[src/rtl/flit_ingress_buffer_if.sv]
// Crossbar-facing handshake of the flit ingress buffer: head flit, framing markers and valid/ready.
interface flit_ingress_buffer_if;
    logic [16:0] out_flit;
    logic        out_head;
    logic        out_tail;
    logic        out_valid;
    logic        out_ready;

    modport master (
        output out_flit,
        output out_head,
        output out_tail,
        output out_valid,
        input  out_ready
    );

    modport slave (
        input  out_flit,
        input  out_head,
        input  out_tail,
        input  out_valid,
        output out_ready
    );
endinterface

[src/rtl/flit_ingress_buffer.sv]
// Router ingress stage: frames the converter's flit stream into per-source packets and buffers
// them in a FIFO presented to the crossbar over valid/ready with head/tail markers.
module flit_ingress_buffer #(
    parameter int unsigned DEPTH   = 8,
    parameter int unsigned PKT_LEN = 4,
    parameter int unsigned AW      = $clog2(DEPTH)
) (
    input  logic                   clk,
    input  logic                   rst,
    input  logic [16:0]            in_flit,
    flit_ingress_buffer_if.master  bus,
    output logic [AW:0]            level,
    output logic                   overflow,
    output logic                   frame_err
);

    localparam int unsigned PW = (PKT_LEN > 1) ? $clog2(PKT_LEN) : 1;

    // Each entry is {head, tail, flit}.
    logic [18:0]   mem_q [DEPTH];
    logic [AW-1:0] wr_ptr_q, rd_ptr_q;
    logic [AW:0]   level_q;
    logic [PW-1:0] pos_q;
    logic [3:0]    pkt_src_q;
    logic          overflow_q, frame_err_q;

    logic in_valid, rsv_err, flit_ok, src_mismatch, pos_last;
    logic full, empty, rd_en, wr_en, drop;
    logic flit_head, flit_tail;

    always_comb begin
        in_valid     = in_flit[16];
        rsv_err      = in_valid && (in_flit[15:12] != 4'h0);
        flit_ok      = in_valid && !rsv_err;
        src_mismatch = flit_ok && (pos_q != '0) && (in_flit[11:8] != pkt_src_q);
        pos_last     = (pos_q == PW'(PKT_LEN - 1));
        flit_head    = (pos_q == '0) || src_mismatch;
        flit_tail    = pos_last && !src_mismatch;
        full         = (level_q == (AW + 1)'(DEPTH));
        empty        = (level_q == '0);
        rd_en        = !empty && bus.out_ready;
        // A same-edge read frees the slot, so a full FIFO still accepts.
        wr_en        = flit_ok && (!full || rd_en);
        drop         = flit_ok && full && !rd_en;
    end

    always_ff @(posedge clk) begin
        if (wr_en) begin
            mem_q[wr_ptr_q] <= {flit_head, flit_tail, in_flit};
        end
    end

    always_ff @(posedge clk) begin
        if (rst) begin
            wr_ptr_q    <= '0;
            rd_ptr_q    <= '0;
            level_q     <= '0;
            pos_q       <= '0;
            pkt_src_q   <= 4'h0;
            overflow_q  <= 1'b0;
            frame_err_q <= 1'b0;
        end else begin
            if (wr_en) begin
                wr_ptr_q <= wr_ptr_q + 1'b1;
            end
            if (rd_en) begin
                rd_ptr_q <= rd_ptr_q + 1'b1;
            end
            case ({wr_en, rd_en})
                2'b10:   level_q <= level_q + 1'b1;
                2'b01:   level_q <= level_q - 1'b1;
                default: level_q <= level_q;
            endcase
            // Framing follows the input stream even when the FIFO drops the flit.
            if (flit_ok) begin
                if (src_mismatch) begin
                    pkt_src_q <= in_flit[11:8];
                    pos_q     <= PW'(1);
                end else begin
                    if (pos_q == '0) begin
                        pkt_src_q <= in_flit[11:8];
                    end
                    pos_q <= pos_last ? '0 : pos_q + 1'b1;
                end
            end
            if (drop) begin
                overflow_q <= 1'b1;
            end
            if (rsv_err || src_mismatch) begin
                frame_err_q <= 1'b1;
            end
        end
    end

    always_comb begin
        bus.out_flit  = empty ? 17'h0 : mem_q[rd_ptr_q][16:0];
        bus.out_head  = !empty && mem_q[rd_ptr_q][18];
        bus.out_tail  = !empty && mem_q[rd_ptr_q][17];
        bus.out_valid = !empty;
        level         = level_q;
        overflow      = overflow_q;
        frame_err     = frame_err_q;
    end

endmodule

[src/flat_wrapper.sv]
// flat-port wrapper written by rule: the top's interface ports become plain ports
module flit_ingress_buffer_flat 
#(
    parameter int unsigned DEPTH   = 8,
    parameter int unsigned PKT_LEN = 4,
    parameter int unsigned AW      = $clog2(DEPTH)
)
  (clk, rst, in_flit, level, overflow, frame_err, bus_out_flit, bus_out_head, bus_out_tail, bus_out_valid, bus_out_ready);
  flit_ingress_buffer_if bus_i ();
  input  logic clk;
  input  logic rst;
  input  logic [16:0] in_flit;
  output logic [AW:0] level;
  output logic overflow;
  output logic frame_err;
  output wire logic [$bits(bus_i.out_flit)-1:0] bus_out_flit;
  output wire logic [$bits(bus_i.out_head)-1:0] bus_out_head;
  output wire logic [$bits(bus_i.out_tail)-1:0] bus_out_tail;
  output wire logic [$bits(bus_i.out_valid)-1:0] bus_out_valid;
  input wire logic [$bits(bus_i.out_ready)-1:0] bus_out_ready;
  assign bus_out_flit = bus_i.out_flit;
  assign bus_out_head = bus_i.out_head;
  assign bus_out_tail = bus_i.out_tail;
  assign bus_out_valid = bus_i.out_valid;
  assign bus_i.out_ready = bus_out_ready;
  flit_ingress_buffer #(.DEPTH(DEPTH), .PKT_LEN(PKT_LEN), .AW(AW)) u_core (.clk(clk), .rst(rst), .in_flit(in_flit), .bus(bus_i), .level(level), .overflow(overflow), .frame_err(frame_err));
endmodule
[config.mk]
export PLATFORM = sky130hd
export DESIGN_NAME = flit_ingress_buffer_flat
export DESIGN_NICKNAME = d
export VERILOG_FILES = /design/src/rtl/flit_ingress_buffer_if.sv /design/src/rtl/flit_ingress_buffer.sv /design/src/flat_wrapper.sv
export SDC_FILE = /design/constraint.sdc
export NUM_CORES = 1
export LEC_CHECK = 0
export CORE_MARGIN = 5
export CORE_UTILIZATION = 30
export CTS_CLUSTER_DIAMETER = 200
export DETAILED_ROUTE_END_ITERATION = 6
export GPL_ROUTABILITY_DRIVEN = 1
export GPL_TIMING_DRIVEN = 0
export PLACE_DENSITY = 0.58
export SYNTH_ARGS = -nofsm -noshare
export SYNTH_HDL_FRONTEND = slang
export SYNTH_SLANG_ARGS = --single-unit
[constraint.sdc]
create_clock -name clk -period 3.1 [get_ports clk]
set_input_delay 0.62 -clock clk [delete_from_list [all_inputs] [get_ports clk]]
set_output_delay 0.62 -clock clk [all_outputs]
set_load 0.02 [all_outputs]
==> summary.md <==
| Metric | Value |
|---|---|
| Total clock sinks | `173` |
| Pwr Density | `546 nW/µm²` |
| DRT Wirelength | `14300 µm` |
| Finished Cell Area | `8730 µm²` |
| Critical path required time | `3.23 ns` |
| Syn nets | `409` |
| Grt ovf | `0` |
| Clk root buf | `clkbuf_16` |
| DIE HEIGHT | `162 µm` |
| Via/cell ratio | `4.65` |
| Yosys warning count | `0` |
| Crit path kind | `input pin to flip-flop` |
| Post-synthesis xor/xnor area fraction | `1.26%` |
| ANT cells | `0` |
| Initial antenna violation count | `0` |
| Worst skew pair latency | `0.42 ns` |
| Area growth syn-to-layout | `25.4%` |
| CP Launch Type | `input pin` |
| Worst reg2reg endpoint | `u_core.level[3]$_SDFFE_PP0P_` |
| Setup WS post-layout | `0.156 ns` |
| Largest net degree at the start of global routing | `17` |
| IO Port Bufs | `45` |
| Hold Fails Final Rpt | `0` |
| Ports | `46` |
| Dpl cells | `748` |
| Starting DRT DRC Count | `272` |
| Hold Slack | `0.477 ns` |
| Period utilisation layout | `95.0%` |
| Largest family of logic cells by synthesized area | `multiplexers` |
| Vias | `3660` |
| Synthesized instance count | `382` |
| Hold path depth | `2` |
| GP Congestion | `0.724` |
| First-pass GRT wire length | `22300 µm` |
| Num rows | `55` |
| Endpoints failing setup | `0` |
| #FFs+latches synth | `173` |
| Synth cell types | `44` |
| Hold Crit Class | `flip-flop to flip-flop` |
| Final Power | `4.77 mW` |
| Adder-Cell Fraction of Synth Area | `1.26%` |
| Total GRT Usage | `11.3%` |
| Max IR drop VDD | `359 µV` |
| DP Worst Slack | `-0.739 ns` |
| Clock Skews | `0.00781 ns` |
| Placed Area | `8020 µm²` |
| Clock Pin Slew Worst Setup and Hold Paths | `0.06 ns` |
| Post-synthesis compound-gate area fraction | `1.67%` |
| Non-Filler Instances | `787` |
| Mapped cell area | `6970 µm²` |
| Vias in the first global route | `3898` |
| Initial Util | `30.6%` |
| Max Freq | `340 MHz` |
| HPWL after detailed placement | `9210 µm` |
| H-tree depth | `4` |
| Critical Path Fanout Max | `11` |
| Worst path cell trace | `clkdlybuf4s50_1 > nor4_4 > buf_4 > o211ai_1 > buf_4 > nand2b_1 > nor2_4 > buf_16` |
| Post-route minimum period | `2.94 ns` |
| CTS Buf Count | `17` |
| R2r startpoint | `u_core.level[1]$_SDFFE_PP0P_` |
| Reg2Reg Depth | `11` |
| CTS tree | `done` |
| Reg2reg setup slack | `0.41 ns` |
| Primary FF master, synth | `edfxtp_1` |
| RSZ-0062 raised after global routing | `no` |
| CTS max path bufs | `2` |
| Crit path DAT | `3.07 ns` |
| Die area | `26400 µm²` |
| Cts hold-fix bufs | `0` |
| Die width | `162 µm` |
| Syn_area_per_cell | `18.2 µm²` |
| Hold Startpoint | `u_core.overflow$_SDFFE_PP0P_` |
| WL/cell | `18.2 µm` |
| Max_cap viols | `0` |
| Utilization after layout | `38.3%` |
| Setup_tns | `0 ns` |
| Fin. max-slew vios | `0` |
| Core footprint | `22800 µm²` |
| Status | `finished clean` |
| Slew @ Worst Pin | `0.610 ns` |
| Post-synthesis simple-gate area fraction | `7.08%` |
| Slowest stage cell, crit path | `clkdlybuf4s50_1` |
| Sequential area share after synthesis | `71.6%` |
| Routed Antenna Nets | `0` |
| Nets | `488` |
| Pre-Repair DR Iteration Count | `4` |
| Number of remaining DRC errors | `0` |
| Pleak | `2.81 nW` |
| Layout cells sized above 1 | `23.6%` |
| Post-synth EDFFs | `152` |
| Async S/R FF share, synth | `0%` |
| Most frequent CP cell | `buf_4` |
| Hold Path End | `u_core.overflow$_SDFFE_PP0P_` |
| Mux contribution to synthesized area | `15.4%` |
| Critical Path Max Stage Delay | `0.59 ns` |
| Slew Limit Headroom | `59.2%` |
| Setup crit end kind | `flip-flop` |
## flip-flops by register name, indices dropped and copies added (netlist names), named ones only
name / flops
u_core.wr_ptr_q: 3
u_core.frame_err: 1
u_core.level: 4
u_core.rd_ptr_q: 3
u_core.pkt_src_q: 4
u_core.pos_q: 2
u_core.mem_q: 152
u_core.overflow: 1
## power breakdown
group	total [mW]	switching [mW]	internal, mW	leakage (nW)
logic	0.263	0.142	0.121	1.03
clock network	1.96	0.859	1.10	0.247
registers	2.54	0.00721	2.54	1.53
total	4.77	1.01	3.76	2.81
## worst max-delay path by stage
stage / endpoint / from / cells past startpoint
4_1_cts: u_core.mem_q[7][3]$_DFFE_PP_ / in_flit[14] / 7
5_1_grt: u_core.mem_q[2][11]$_DFFE_PP_ / in_flit[13] / 8
3_3_place_gp: u_core.mem_q[3][4]$_DFFE_PP_ / in_flit[13] / 5
2_1_floorplan: u_core.mem_q[7][0]$_DFFE_PP_ / in_flit[13] / 4
3_5_place_dp: u_core.mem_q[3][14]$_DFFE_PP_ / in_flit[13] / 6
6_report: u_core.mem_q[2][11]$_DFFE_PP_ / in_flit[13] / 8
## kinds of logic after synthesis
logic type	after synthesis
buf+inv	26
simple gates	88
mux	60
compound gates	18
flops	173
xor+xnor	10
fa+ha+maj	7
## cells in the mapped netlist (2+ instances only)
| cell | instances | share of area (%) |
|---|---|---|
| xor2_1 | 9 | 1.1 |
| buf_4 | 2 | 0.22 |
| nor3_1 | 2 | 0.14 |
| nor3b_1 | 4 | 0.43 |
| ha_1 | 7 | 1.3 |
| clkbuf_1 | 9 | 0.48 |
| edfxtp_1 | 152 | 66 |
| nand2_1 | 8 | 0.43 |
| buf_2 | 6 | 0.43 |
| nand3_1 | 2 | 0.14 |
| o21ai_0 | 4 | 0.29 |
| a21oi_1 | 6 | 0.43 |
| nor2_1 | 39 | 2.1 |
| buf_1 | 3 | 0.16 |
| inv_1 | 5 | 0.27 |
| nand4_1 | 4 | 0.36 |
| o211ai_1 | 2 | 0.22 |
| nand4b_1 | 5 | 0.63 |
| dfxtp_1 | 21 | 6.0 |
| mux4_2 | 38 | 12 |
| mux2i_1 | 22 | 3.2 |
| nand2b_1 | 4 | 0.36 |
| or4b_1 | 4 | 0.57 |
| nand3b_1 | 4 | 0.43 |
## placed cells by master, fill, tap and decap left out, drive strengths merged, types with 2 or more instances in the layout
master,instances
edfxtp,152
nor2,40
mux4,38
clkbuf,27
buf,27
clkdlybuf4s50,23
mux2i,22
dfxtp,21
dlygate4sd2,19
xor2,9
nand2,9
ha,7
a21oi,6
clkinvlp,6
inv,6
clkinv,6
nand4b,5
nand2b,4
o21ai,4
or4b,4
nor3b,4
nand3b,4
nand4,4
dlymetal6s2s,3
o211ai,2
nor3,2
nand3,2
or3,2
and2,2
nor4,2
o31a,2
## per-layer routing
layer	GRT usage, %	part of all wire, %	vias to the layer above
met5	0	0	-
met4	3.88	1.3	0
met2	18.0	49	77
met1	14.9	45	1896
li1	-	-	1675
met3	3.01	4.7	12
## worst max-delay path, delay by kind of cell
| kind | cells | cell delay, ns |
|---|---|---|
| simple gates | 3 | 0.98 |
| buf+inv | 4 | 1.22 |
| compound gates | 1 | 0.22 |
## final cells by class
type                       instances  area [µm²]
inverter                           5        18.8
sequential                       173        4980
clock inverter                    14         121
buffer                            21         148
tap                              313         392
fill                            2090       14000
multi-input combinational        183        1930
clock buffer                      18         429
timing repair buffer              60         707
## what timing repair did
action                                  4_1_cts  5_1_grt
endpoints found under the setup margin      146       56
setup buffers                                 6        1
resized for setup                            43        7
pin swaps                                     3        0
Power figures use the tool's default switching activity.
